--- src/rtl/branch_recovery_ctrl_pkg.sv ---
// Shared definitions for branch recovery sequencing.
// Holds the recovery FSM encoding and the architectural PC width.
// Also imported by fetch and the issue window so both agree on state and PC sizing.
package branch_recovery_ctrl_pkg;

    localparam int PC_W = 32;

    typedef enum logic [1:0] {
        IDLE   = 2'd0,
        DRAIN  = 2'd1,
        FLUSH  = 2'd2,
        REFILL = 2'd3
    } state_t;

endpackage

--- src/rtl/sat_counter.sv ---
// Generic saturating up-counter.
// Latency: count reflects an increment one cycle after inc is sampled.
// No backpressure: inc is ignored once the count is all-ones.
module sat_counter #(
    parameter int WIDTH = 16
) (
    input  logic             clk,
    input  logic             rst,
    input  logic             inc,
    output logic [WIDTH-1:0] count
);

    // Count up on inc, sticking at all-ones instead of wrapping
    always_ff @(posedge clk) begin
        if (rst) begin
            count <= '0;
        end else if (inc && (count != '1)) begin
            count <= count + 1'b1;
        end
    end

endmodule

--- src/rtl/branch_recovery_ctrl.sv ---
// Sequences pipeline recovery after a committed control-flow redirect.
// Latency: commit at T -> flush/redirect at T+2 (DU idle), Stall released at T+3+REFILL_CYCLES.
// Backpressure: holds commits during DRAIN/FLUSH and stalls dispatch until back in IDLE.
module branch_recovery_ctrl
    import branch_recovery_ctrl_pkg::*;
#(
    parameter int REFILL_CYCLES = 2,
    parameter int DRAIN_TIMEOUT = 64,
    parameter int CNT_W         = 16
) (
    input  logic             clk,
    input  logic             rst,
    input  logic             Commit_1,
    input  logic             Commit_1_Branch,
    input  logic [PC_W-1:0]  Commit_1_Branch_PC,
    input  logic             Issue_window_full,
    input  logic             DU_busy,
    input  logic             Ext_Stall,
    output logic             flush,
    output logic             Stall,
    output logic             Commit_hold,
    output logic             Redirect_valid,
    output logic [PC_W-1:0]  Redirect_PC,
    output logic             Drain_timeout,
    output logic [CNT_W-1:0] Flush_count
);

    localparam int DW = (DRAIN_TIMEOUT > 1) ? $clog2(DRAIN_TIMEOUT) : 1;
    localparam int RW = (REFILL_CYCLES > 1) ? $clog2(REFILL_CYCLES) : 1;
    localparam logic [DW-1:0] DRAIN_LAST  = DW'(DRAIN_TIMEOUT - 1);
    // Refill down-counter is loaded with N-1 so REFILL lasts exactly N cycles
    localparam logic [RW-1:0] REFILL_LOAD = RW'((REFILL_CYCLES > 0) ? (REFILL_CYCLES - 1) : 0);

    state_t          state;
    logic [PC_W-1:0] target;
    logic [PC_W-1:0] redirect_pc_q;
    logic [DW-1:0]   drain_timer;
    logic [RW-1:0]   refill_cnt;
    logic            drain_to_q;

    // Recovery FSM with its target capture, drain timer and refill timer
    always_ff @(posedge clk) begin
        if (rst) begin
            state         <= IDLE;
            target        <= '0;
            redirect_pc_q <= '0;
            drain_timer   <= '0;
            refill_cnt    <= '0;
            drain_to_q    <= 1'b0;
        end else begin
            case (state)
                IDLE: begin
                    // A branch flag without a real commit is not a retirement
                    if (Commit_1 && Commit_1_Branch) begin
                        target      <= Commit_1_Branch_PC;
                        drain_timer <= '0;
                        state       <= DRAIN;
                    end
                end
                DRAIN: begin
                    // Redirect_PC only moves on the way into FLUSH so it holds otherwise
                    if (!DU_busy) begin
                        redirect_pc_q <= target;
                        state         <= FLUSH;
                    end else if (drain_timer == DRAIN_LAST) begin
                        redirect_pc_q <= target;
                        drain_to_q    <= 1'b1;
                        state         <= FLUSH;
                    end else begin
                        drain_timer <= drain_timer + 1'b1;
                    end
                end
                FLUSH: begin
                    if (REFILL_CYCLES > 0) begin
                        refill_cnt <= REFILL_LOAD;
                        state      <= REFILL;
                    end else begin
                        state <= IDLE;
                    end
                end
                REFILL: begin
                    if (refill_cnt == '0) begin
                        state <= IDLE;
                    end else begin
                        refill_cnt <= refill_cnt - 1'b1;
                    end
                end
                default: state <= IDLE;
            endcase
        end
    end

    // Recovery events, saturating rather than wrapping
    sat_counter #(
        .WIDTH (CNT_W)
    ) u_flush_cnt (
        .clk   (clk),
        .rst   (rst),
        .inc   (state == FLUSH),
        .count (Flush_count)
    );

    // Strobes decode from registered state only; Stall alone mixes in inputs
    assign flush          = (state == FLUSH);
    assign Redirect_valid = (state == FLUSH);
    assign Commit_hold    = (state == DRAIN) || (state == FLUSH);
    assign Redirect_PC    = redirect_pc_q;
    assign Drain_timeout  = drain_to_q;
    assign Stall          = Issue_window_full || Ext_Stall || (state != IDLE);

endmodule

--- config.mk ---
export PLATFORM = sky130hd
export DESIGN_NAME = branch_recovery_ctrl
export DESIGN_NICKNAME = d
export VERILOG_FILES = /design/src/rtl/branch_recovery_ctrl_pkg.sv /design/src/rtl/sat_counter.sv /design/src/rtl/branch_recovery_ctrl.sv
export SDC_FILE = /design/constraint.sdc
export NUM_CORES = 1
export LEC_CHECK = 0
export CORE_MARGIN = 8
export CORE_UTILIZATION = 53
export CTS_CLUSTER_DIAMETER = 60
export DETAILED_ROUTE_END_ITERATION = 6
export PLACE_DENSITY = 0.85
export SLEW_MARGIN = 20
export SYNTH_ARGS = -nofsm -noshare
export SYNTH_HDL_FRONTEND = slang
export SYNTH_SLANG_ARGS = --single-unit
--- constraint.sdc ---
create_clock -name clk -period 5.3 [get_ports clk]
set_input_delay 1.06 -clock clk [delete_from_list [all_inputs] [get_ports clk]]
set_output_delay 1.06 -clock clk [all_outputs]
set_load 0.05 [all_outputs]
==> implementation parameters <==
Parameter                              Value

Run status
  Outcome ... finished, final reports clean

Timing
  Post-Route Setup TNS ... 0 ps
  Final critical path time including I/O delays and setup ... 3464 ps
  Final setup violation count ... 0
  Crit share post-route ... roughly 65%
  RSZ-0062 raised after global routing ... no
  Worst Tran Pin Value ... ~1100 ps
  Max-Slew Margin vs Limit ... between 20 and 30%
  Max-slew violation count ... 0
  Max frequency ... slightly below 300 MHz
  Worst clock skew ... roughly 9 ps
  Hold_ws ... ~460 ps
  Final Hold Violating Endpoints ... 0

Global route
  Initial antenna violation count ... 0
  Overflow left after global routing ... 0
  First-pass GRT wire length ... around 15,000 um
  Largest net degree at the start of global routing ... a little over 70
  Total routing resource utilization after global routing ... between 10% and 20%
  Number of global-route vias before repair ... ~3,300

Drt
  Vias per cell ... roughly 5.4
  Total wire length ... ~9300 um
  Vias post-DR ... about 3,400
  Number of search-and-repair iterations in the first detailed-routing pass ... 4
  Post-route antenna net violation count ... 0
  Routed len/inst ... 14.90 um
  Remaining routing DRC violations ... 0
  Violation count after the first detailed-route iteration ... ~160

Clocking
  Post-cts hold buffer count ... 0
  CTS Buffer Depth ... 2
  Clock sinks ... 90
  Clock latency of the later-clocked register in the worst-skew pair ... 350 ps
  Clock tree from TritonCTS ... done
  CTS-repair resized insts ... 0
  Clock root buffer master ... clkbuf_8
  Total CTS buffers ... 9
  Post-CTS Setup Bufs ... 0
  Max H-tree Level ... 3
  Reg clk slew, reported paths ... 90 ps

Setup path
  Worst setup startpoint ... Ext_Stall
  Worst Setup Start Kind ... input port
  Kind of end point of the critical path ... primary output
  Ordered cell list for the critical path ... clkdlybuf4s50_1 > nor2_1 > nand2_1 > clkdlybuf4s50_1
  Path depth of the worst reg2reg path ... 6
  Critical path destination ... Stall
  Worst reg2reg path startpoint ... state[0]
  Number of cells on the critical path ... 4
  Delay contributed by the slowest stage of the critical path ... between 700 and 800 ps
  CP dominant cell by count ... clkdlybuf4s50_1
  Reg-to-reg endpoint ... u_flush_cnt.count[15]
  Cell family with most CP delay ... buffers and inverters
  Arr. time, crit path ... about 2400 ps
  Type of the setup path with the least slack ... input port to primary output
  Reg-to-reg setup timing slack ... ~3200 ps
  WP data required ... between 4000 and 5000 ps
  Highest fanout seen on the critical path ... 1
  Critical path buffers and inverters ... 2
  Worst-path cell with the longest stage delay ... clkdlybuf4s50_1

Cells and area
  Fraction of layout cells with a size suffix above 1 ... 5.472%
  Number of diodes ... 0
  Post-layout net count ... between 500 and 600
  Post-route cell area ... approximately 4900 sq um
  Area growth from synthesis to layout ... 31.02%

Worst hold path
  Worst hold path type ... register to register

Floorplanning
  Die area ... around 10000 sq um
  I/O pin cnt ... slightly above 90
  Standard-cell rows ... 30
  Die extent in y ... approximately 100 um
  Die extent in x ... 99.95 um
  Effective utilization at floorplan ... 54.97%
  Placeable Area ... between 6000 and 7000 sq um

Yosys
  Dominant register cell in the synthesized netlist ... dfxtp_1
  Post-synthesis instance area ... 3735 sq um
  Count of unique library cells instantiated by Yosys ... 43
  EDFF count, synth ... 0
  Number of nets produced by synthesis ... 491
  Leading area contributor after synthesis ... dfxtp_1
  Seq cells post-synth ... 90
  Fraction of the yosys area taken by sequential cells ... between 40% and 50%
  Synth top area share ... between 40% and 50%
  Number of synthesis warnings ... 0
  Mean instance size in the synthesized netlist ... about 8.4 sq um
  Leading cell types by total area after synthesis ... dfxtp_1 (48%), nand2_1 (14%), mux2i_1 (9.4%)
  Async S/R FF share, synth ... 0%
  Number of instances in the synthesized netlist ... approximately 450

Pwr
  Share of power burned in combinational logic ... ~28%
  Clock network fraction of total power ... ~28%
  Switching power ... 579.2 uW
  Leakage power ... approximately 0.0016 uW
  Pwr Density ... about 350 nW/um^2
  Switching Fraction ... around a third
  Internal cell power ... ~1100 uW
  Part of the power in registers ... 44.4%
  Peak ir drop on the vdd network ... roughly 0.2 mV

Run
  Maximum Capacitance Violations ... 0

Placed design
  Global placement routability congestion ... around 0.85
  Post-place instance area ... around 4700 sq um
  Detailed placer's ending HPWL ... about 6400 um
  # port buffers ... just over 90
[worst register-to-register path, cell delays in order, from the launching register on]
cell and delay [ps]:
dfxtp_1 350, inv_1 90, ha_1 400, nand3_1 150
or4_4 450, or4_1 470, a21oi_1 160
[registers in the layout, summed over array words and instances, names as in the netlist]
register           flops
Redirect_PC           32
target                32
u_flush_cnt.count     16
drain_timer            6
state                  2
Drain_timeout          1
refill_cnt             1
[power groups by stage]
| stage | registers [uW] | clock network [uW] | logic (uW) |
|---|---|---|---|
| 2_1_floorplan | 802 | 0 | 318 |
| 3_3_place_gp | 770 | 0 | 470 |
| 3_5_place_dp | 773 | 0 | 483 |
| 4_1_cts | 758 | 480 | 485 |
| 5_1_grt | 765 | 510 | 524 |
| 6_report | 759 | 470 | 481 |
[cells in the final DEF (no fill, tap or decap), drive strengths merged, types with 6 or more instances in the layout]
cell,n
clkbuf,9
ha,6
mux2i,35
o21ai,8
inv,9
or4,9
nor2,13
dfxtp,90
nand4,7
nand3,9
clkdlybuf4s50,90
nor3,7
a21oi,50
nand2,137
[cell type report]
class                           count  area [sq um]
Clock buffer                        9         123.9
Clock inverter                      7         77.57
Fill cell                         503          1901
Inverter                            8         31.28
Multi-Input combinational cell    322          1810
Sequential cell                    90          1802
Tap cell                           96         120.1
Timing Repair Buffer               94         928.4
[cell families after synthesis]
logic type,Yosys count,share of synthesized area [%]
and+or+nand+nor,197,23.62
DFF,90,48.24
AOI/OAI and AO/OA,83,12.90
muxes,35,9.380
buffers and inverters,34,3.618
adders and majority gates,6,2.010
xor gates and xnor gates,1,0.2345
[per-layer routing]
metal / GRT usage [%] / vias to the layer above / routed length (um)
met5: 0 / - / 0
li1: - / 1691 / -
met1: 21.99 / 1589 / 4017
met3: 4.360 / 16 / 545
met4: 7.451 / 0 / 153
met2: 32.12 / 102 / 4609
[synth_stat cells, drive strengths merged, types with 5 or more instances]
cell type and count:
a21oi 50, mux2i 35, nand2 137, inv 8, nand3 9, a31oi 5, nand4 7, clkbuf 21
dfxtp 90, buf 5, nor2 13, o31ai 5, or4 9, o21ai 8, ha 6, nor3 7
[metrics by stage]
stage          std cells  utilization (%)  worst slack [ps]  power [uW]
4_1_cts              626            71.99              1828        1723
2_1_floorplan        446                -              2810        1120
6_report             626            72.03              1836        1710
3_3_place_gp         610            69.02              1832        1240
5_1_grt              626            72.03              1801        1800
3_5_place_dp         610            69.02              1829        1257
[how the worst min path moves through the flow]
stage                    startpoint              end  slack [ps]  cells past startpoint
CTS                       target[0]        target[0]         460                      2
global route             target[23]       target[23]         470                      2
detailed placement       target[12]       target[12]         450                      2
floorplan                 target[0]        target[0]         440                      2
global placement    Redirect_PC[14]  Redirect_PC[14]         440                      2
finish                   target[26]       target[26]         460                      2
(Power assumes the default switching activity.)
